$ cat src/rtl/mem_stage.sv
// Memory-access pipeline stage: holds the execute bundle until the data-SRAM
// response arrives, extends load data and hands the result to writeback.
module mem_stage #(
    parameter int IN_W  = 79,
    parameter int OUT_W = 72
) (
    input  logic             clk,
    input  logic             resetn,
    input  logic             ex_to_mem_valid,
    input  logic [IN_W-1:0]  ex_to_mem_bus,
    output logic             mem_allowin,
    output logic [1:0]       mem_to_ex_bus,
    output logic [38:0]      mem_to_id_bus,
    input  logic             wb_allowin,
    output logic             mem_to_wb_valid,
    output logic [OUT_W-1:0] mem_to_wb_bus,
    input  logic             data_sram_data_ok,
    input  logic [31:0]      data_sram_rdata,
    input  logic             flush
);

    typedef enum logic [1:0] {S_IDLE, S_WAIT, S_HOLD} state_t;

    state_t          state_q;
    logic            valid_q;
    logic [IN_W-1:0] bus_q;
    logic            discard_q;
    logic            buf_valid_q;
    logic [31:0]     buf_q;

    logic [31:0] pc;
    logic        res_from_mem, rf_we, op_b, op_h, op_u, excep_en, ertn, mem_req;
    logic [4:0]  rf_waddr;
    logic [31:0] alu_result;
    logic [1:0]  byte_off;

    assign pc           = bus_q[78:47];
    assign res_from_mem = bus_q[46];
    assign rf_we        = bus_q[45];
    assign rf_waddr     = bus_q[44:40];
    assign alu_result   = bus_q[39:8];
    assign byte_off     = bus_q[7:6];
    assign op_b         = bus_q[5];
    assign op_h         = bus_q[4];
    assign op_u         = bus_q[3];
    assign excep_en     = bus_q[2];
    assign ertn         = bus_q[1];
    assign mem_req      = bus_q[0];

    logic ready_go, capture, next_wait, data_hit;

    assign data_hit    = data_sram_data_ok & ~discard_q;
    assign ready_go    = ~mem_req | buf_valid_q | data_hit;
    assign mem_allowin = ~valid_q | (ready_go & wb_allowin);
    assign capture     = ex_to_mem_valid & mem_allowin;
    assign next_wait   = capture & ex_to_mem_bus[0];

    always_ff @(posedge clk) begin
        if (!resetn) begin
            state_q     <= S_IDLE;
            valid_q     <= 1'b0;
            bus_q       <= '0;
            discard_q   <= 1'b0;
            buf_valid_q <= 1'b0;
            buf_q       <= '0;
        end else begin
            if (capture) bus_q <= ex_to_mem_bus;
            if (flush) begin
                valid_q     <= 1'b0;
                state_q     <= S_IDLE;
                buf_valid_q <= 1'b0;
                // An outstanding request with no response yet leaves one data_ok to swallow
                discard_q   <= ((state_q == S_WAIT) | discard_q) & ~data_sram_data_ok;
            end else begin
                if (mem_allowin) valid_q <= ex_to_mem_valid;
                if (data_sram_data_ok & discard_q) discard_q <= 1'b0;
                case (state_q)
                    S_IDLE: if (next_wait) state_q <= S_WAIT;
                    S_WAIT: begin
                        if (data_hit) begin
                            if (wb_allowin) begin
                                state_q <= next_wait ? S_WAIT : S_IDLE;
                            end else begin
                                state_q     <= S_HOLD;
                                buf_q       <= data_sram_rdata;
                                buf_valid_q <= 1'b1;
                            end
                        end
                    end
                    S_HOLD: begin
                        if (wb_allowin) begin
                            buf_valid_q <= 1'b0;
                            state_q     <= next_wait ? S_WAIT : S_IDLE;
                        end
                    end
                    default: state_q <= S_IDLE;
                endcase
            end
        end
    end

    logic [31:0] ld_src, ld_ext, final_result;
    logic [7:0]  ld_byte;
    logic [15:0] ld_half;

    assign ld_src  = buf_valid_q ? buf_q : data_sram_rdata;
    assign ld_half = byte_off[1] ? ld_src[31:16] : ld_src[15:0];

    always_comb begin
        ld_byte = ld_src[7:0];
        case (byte_off)
            2'd0: ld_byte = ld_src[7:0];
            2'd1: ld_byte = ld_src[15:8];
            2'd2: ld_byte = ld_src[23:16];
            2'd3: ld_byte = ld_src[31:24];
            default: ld_byte = ld_src[7:0];
        endcase
    end

    always_comb begin
        ld_ext = ld_src;
        if (op_b)      ld_ext = {{24{ld_byte[7] & ~op_u}}, ld_byte};
        else if (op_h) ld_ext = {{16{ld_half[15] & ~op_u}}, ld_half};
    end

    assign final_result = res_from_mem ? ld_ext : alu_result;

    logic load_pending;
    assign load_pending = valid_q & res_from_mem & ~ready_go;

    assign mem_to_ex_bus   = {excep_en & valid_q, ertn & valid_q};
    assign mem_to_id_bus   = {load_pending, rf_we & valid_q, rf_waddr, final_result};
    assign mem_to_wb_valid = valid_q & ready_go & ~flush;
    assign mem_to_wb_bus   = {pc, rf_we & valid_q, rf_waddr, final_result, excep_en, ertn};

endmodule

$ cat config.mk
export PLATFORM = sky130hd
export DESIGN_NAME = mem_stage
export DESIGN_NICKNAME = d
export VERILOG_FILES = /design/src/rtl/mem_stage.sv
export SDC_FILE = /design/constraint.sdc
export NUM_CORES = 1
export LEC_CHECK = 0
export CORE_MARGIN = 5
export CORE_UTILIZATION = 31
export CTS_CLUSTER_SIZE = 10
export DETAILED_ROUTE_END_ITERATION = 6
export PLACE_DENSITY = 0.69
export SLEW_MARGIN = 20
export SYNTH_ARGS = -nofsm -noshare
export SYNTH_HDL_FRONTEND = slang
export SYNTH_SLANG_ARGS = --single-unit
export TNS_END_PERCENT = 10
$ cat constraint.sdc
create_clock -name clk -period 2.6 [get_ports clk]
set_clock_uncertainty 0.2 [all_clocks]
set_input_delay 0.39 -clock clk [delete_from_list [all_inputs] [get_ports clk]]
set_output_delay 0.39 -clock clk [all_outputs]
set_load 0.02 [all_outputs]
# Word level (Yosys, flattened, before mapping)
# Cells that the tools add are included.
dict set report classes {
  bitwise_logic 28
  addsub 0
  n_shift 0
  div_mod_pow 0
  mul 0
  muxes 18
  eq_ne 9
  n_reduce_logical 8
  n_lt_le_gt_ge 0
}
# operator n
set ops {}
lappend ops {{two-way mux 32 bit} 4}
lappend ops {{case mux 8 bit (4 select lines)} 1}
lappend ops {{two-way mux 16 bit} 1}
lappend ops {{bitwise AND 1 bit} 15}
lappend ops {{NOT 1 bit} 9}
lappend ops {{two-way mux 2 bit} 4}
lappend ops {{!= test 2 bit, second input constant} 4}
lappend ops {{AND reduction 4 bit} 2}
lappend ops {{equality test 2 bit, second input constant} 3}
lappend ops {{two-way mux 1 bit} 6}
lappend ops {{case mux 2 bit (3 select lines)} 1}
lappend ops {{equality test 2 x 1 -> 1 bit, second input constant} 2}
lappend ops {{zero test 2 bit} 2}
lappend ops {{OR 1 bit} 4}
lappend ops {{nonzero test 2 bit} 2}
lappend ops {{AND reduction 3 bit} 1}
lappend ops {{case mux 1 bit (2 select lines)} 1}
lappend ops {{OR reduction 2 bit} 1}
dict set report totals {
  latchBits 0
  memories 0
  output_inout_bits 115
  mem_bits_ro 0
  regBits 116
  ramBits 0
}

# Longest topological paths before layout
dict set report logic_depth {
  word_depth 11
  mapped_depth 8
  depth_no_buf 4
}

# Worst setup path before layout
# Ideal clock, no wire load.
dict set report synth_timing {
  kind {register to output}
  startpoint {register bus_q[4]}
  endpoint {output mem_to_wb_bus[9]}
  arrival_ns 1.948
  path_slack_ns 0.062
  path_stages_with_launch 8
  required_ns 2.010
  n_path_buf 3
  cell_sequence {dfxtp_1 > buf_2 > and2_4 > buf_6 > mux4_1 > a22oi_1 > o21ai_0 > buf_4}
}
dict set report synth_between {
  elab_chain_cells 3
}
# item line
set synth_lines {}
lappend synth_lines {{start: declaration} 26} ;# logic [IN_W-1:0] bus_q;
lappend synth_lines {{start signal: assignment} 67} ;# if (capture) bus_q <= ex_to_mem_bus;
lappend synth_lines {{two-way mux 32 bit} 123} ;# else if (op_h) ld_ext = {{16{ld_half[15] & ~op_u}}, ld_half};
lappend synth_lines {{two-way mux 32 bit} 122} ;# if (op_b) ld_ext = {{24{ld_byte[7] & ~op_u}}, ld_byte};
lappend synth_lines {{two-way mux 32 bit} 126} ;# assign final_result = res_from_mem ? ld_ext : alu_result;
lappend synth_lines {{end: declaration} 16} ;# output logic [OUT_W-1:0] mem_to_wb_bus,
# Every way passes these cells.

# Worst setup path after layout
dict set report layout_timing {
  startpoint {input data_sram_rdata[31]}
  endpoint {output mem_to_id_bus[24]}
}
dict set report layout_between {
  elab_chain_cells 6
  word_cells_on_any_way 8
}
# item line
set layout_lines {}
lappend layout_lines {{start: declaration} 18} ;# input logic [31:0] data_sram_rdata,
lappend layout_lines {{two-way mux 32 bit *} 106} ;# assign ld_src = buf_valid_q ? buf_q : data_sram_rdata;
lappend layout_lines {{two-way mux 16 bit} 107} ;# assign ld_half = byte_off[1] ? ld_src[31:16] : ld_src[15:0];
lappend layout_lines {{bitwise AND 1 bit} 123}
lappend layout_lines {{two-way mux 32 bit} 123}
lappend layout_lines {{two-way mux 32 bit *} 122}
lappend layout_lines {{two-way mux 32 bit *} 126}
lappend layout_lines {{end: declaration} 13} ;# output logic [38:0] mem_to_id_bus,
# Every way passes the cells marked *; elsewhere a longest branch is shown, timed or not.

==> flow_metrics.env <==
export IMPL_power_uw=5730
export IMPL_violations="negative setup slack"
export IMPL_grt_max_degree=91
export IMPL_multiInputGateArea_mm2=0.00375
export IMPL_ys_ff_latch=116
export IMPL_final_fill_count=2002
export IMPL_core_rowCount=53
export IMPL_clk_pin_slew_worst_paths_ps=60
export IMPL_viasPerCell=4.76
export IMPL_critPathMaxStageDelay_ps=530
export IMPL_first_iter_violations=401
export IMPL_synth_xor_area_share_pct=0
export IMPL_startpoint_type="input pin"
export IMPL_synth_warnings=0
export IMPL_cp_max_fo=7
export IMPL_routed_wl_um=22600
export IMPL_slew_headroom_pct=75.4
export IMPL_dieArea_mm2=0.0247
export IMPL_dpl_cell_area_mm2=0.00901
export IMPL_rsz0062_at_grt="yes"
export IMPL_worst_pin_slew_ps=369
export IMPL_max_freq_mhz=370
export IMPL_cts_root_buf="clkbuf_16"
export IMPL_yosysSeqAreaShare_pct=34.6
export IMPL_via_count=6041
export IMPL_worst_ir_drop_vdd_mv=0.306
export IMPL_cts_tree="yes"
export IMPL_syn_instance_count=797
export IMPL_synthAdderAreaFrac_pct=0.149
export IMPL_syn_nets=914
export IMPL_crit_type="in2out"
export IMPL_grt_pass1_vias=5936
export IMPL_avgRoutedWirePerCell_um=17.8
export IMPL_hpwlAfterDp_um=16400
export IMPL_min_period_over_period_pct=104
export IMPL_critPathTopFamily="buffers and inverters"
export IMPL_fin_hold_ws_ps=209
export IMPL_antenna_left=0
export IMPL_hold_violations=0
export IMPL_firstDrtPassIters=7
export IMPL_io_pins=232
export IMPL_p_per_area_mw_per_mm2=580
export IMPL_area_growth_pct=47.3
export IMPL_timing_rr_start="buf_valid_q"
export IMPL_crit_start="data_sram_rdata[31]"
export IMPL_syn_avg_cell_area_um2=8.42
export IMPL_grt_total_usage_pct=17.5
export IMPL_dieWidth_um=157
export IMPL_core_mm2=0.0212
export IMPL_postLayoutCellArea_mm2=0.00989
export IMPL_antenna_found_initial=4
export IMPL_post_route_min_period_ps=2710
export IMPL_cts_sinks=116
export IMPL_crit_buf_inv=2
export IMPL_synth_compound_area_share_pct=9.25
export IMPL_setup_tns_ps=-1580
export IMPL_status="finished with violations"
export IMPL_worstPathCellList="clkdlybuf4s50_1 > mux4_2 > a21o_4 > o221ai_2 > nand2_2 > buf_6"
export IMPL_synth_top_family_by_area="multiplexers"
export IMPL_io_buffers=231
export IMPL_drcViolationCount=0
export IMPL_htree_levels=4
export IMPL_arrival_ps=2120
export IMPL_muxShareOfSynthArea_pct=22.9
export IMPL_grt_pass1_wl_um=33600
export IMPL_p_leak_uw=0.00405
export IMPL_endpoint_kind="output pin"
export IMPL_regArea_mm2=0.00233
export IMPL_layout_drive_gt1_share_pct=23.3
export IMPL_min_from="resetn"
export IMPL_synth_cell_type_count=39
export IMPL_setup_viol=26
export IMPL_synthSimpleGateAreaFrac_pct=19.5
export IMPL_clk_latency_ps=400
export IMPL_start_util_pct=31.7
export IMPL_slowest_stage="mux4_2"
export IMPL_cp_data_required_time_ps=2010
export IMPL_cts_buffers=17
export IMPL_maxCapViolCount=0
export IMPL_synth_area_mm2=0.00671
export IMPL_preCtsSetupSlack_ps=-585
export IMPL_hold_path_class="in2reg"
export IMPL_fp_dieH_um=157
export IMPL_slew_viol_final=0
export IMPL_nNetsFinal=1097
export IMPL_gp_congestion=0.839
export IMPL_worst_slack_ps=-106
export IMPL_clockBufferDepth=2
export IMPL_grt_overflow=0
-- logic make-up after synthesis --
kind of cell / Yosys count
flops: 116
compound gates: 90
mux: 129
buf+inv: 142
simple gates: 319
fa+ha+maj: 1
-- where the power goes --
group	switching [uW]	internal (uW)	leakage, uW	total (uW)
Sequential	59.6	1860	0.000952	1920
Combinational	648	617	0.00278	1260
Clock	840	1700	0.000317	2540
Total	1550	4180	0.00405	5730
-- final timing paths --
kind              slack [ps]           endpoint  depth (start not counted)
hold / removal           210          bus_q[73]                          3
setup / recovery        -110  mem_to_id_bus[24]                          6
setup reg to reg         520          bus_q[16]                          7
hold reg to reg          250          bus_q[45]                          2
-- metal layers --
metal | wire length [um] | track usage [%] | up-vias | part of all wire [%]
li1 | - | - | 2980 | -
met1 | 9880 | 22.9 | 2839 | 44
met2 | 10700 | 27.9 | 184 | 48
met3 | 1530 | 5.55 | 30 | 6.8
met4 | 390 | 5.37 | 8 | 1.7
met5 | 55 | 0 | - | 0.24
-- Yosys cell counts (all sizes together) --
| library cell | n | area, um^2 |
|---|---|---|
| o21ai | 2 | 10.0 |
| and2 | 6 | 40.0 |
| a31oi | 7 | 43.8 |
| dfxtp | 116 | 2320 |
| nand2b | 10 | 62.6 |
| clkbuf | 32 | 120 |
| nand3 | 12 | 60.1 |
| o221ai | 7 | 61.3 |
| o311a | 1 | 10.0 |
| nand3b | 2 | 15.0 |
| a22oi | 8 | 60.1 |
| and3 | 2 | 12.5 |
| nor3b | 3 | 22.5 |
| a21boi | 32 | 240 |
| a21o | 1 | 7.51 |
| nor2b | 5 | 31.3 |
| a21oi | 20 | 100 |
| mux2 | 1 | 11.3 |
| a211o | 1 | 8.76 |
| nor3 | 10 | 50.1 |
| nand2 | 253 | 950 |
| buf | 106 | 774 |
| mux2i | 112 | 1120 |
| mux4 | 16 | 405 |
| a22o | 1 | 8.76 |
| maj3 | 1 | 10.0 |
| inv | 4 | 15.0 |
| or3b | 1 | 8.76 |
| o22ai | 7 | 43.8 |
| a2bb2oi | 2 | 17.5 |
| nor2 | 14 | 52.6 |
| nand4 | 1 | 6.26 |
| a32oi | 1 | 8.76 |
-- area by class of cell --
| class | instances | share of cell area [%] |
|---|---|---|
| timing repair buffer | 301 | 28.4 |
| clock buffer | 23 | 4.94 |
| clock inverter | 9 | 1.51 |
| antenna | 1 | 0.0253 |
| sequential | 116 | 23.6 |
| tap | 275 | 3.48 |
| multi-input combinational | 540 | 37.9 |
| inverter | 4 | 0.152 |
-- placed cells by master, fill, tap and decap left out, types with 8 or more instances in the layout --
master             n
a21boi_0          32
a21oi_1           15
buf_12             8
buf_2             27
buf_4             80
buf_6             14
clkbuf_16         20
clkdlybuf4s50_1  163
dfxtp_1          112
mux2i_1          101
mux4_2            11
nand2_1          245
nand2_2            8
nand2b_1           9
nand3_1           10
nor2_1            14
-- stage by stage --
step                std cells  utilization (%)
finish                   1269             46.7
global placement         1222             42.6
global route             1268             46.7
CTS                      1260             45.3
floorplan                 797                -
detailed placement       1222             42.6
-- flip-flops by register name, indices dropped and copies added (netlist names) --
signal,count
bus_q,79
state_q,2
valid_q,1
discard_q,1
buf_valid_q,1
buf_q,32
-- worst min-delay path, delay by kind of cell --
family                 cells  cell delay [ps]
and+or+nand+nor            1              100
buffers and inverters      1              220
muxes                      1               60
-- repair_timing --
action                     in CTS  in global routing
hold buffers                    0                  0
hold endpoints to repair        0                  0
pin swaps                      10                 19
setup endpoints to repair      67                 65
gates resized for setup       265                110
cloned                          1                  3
setup buffers                   5                  5
Note: power is estimated with default switching activity, not from simulation.
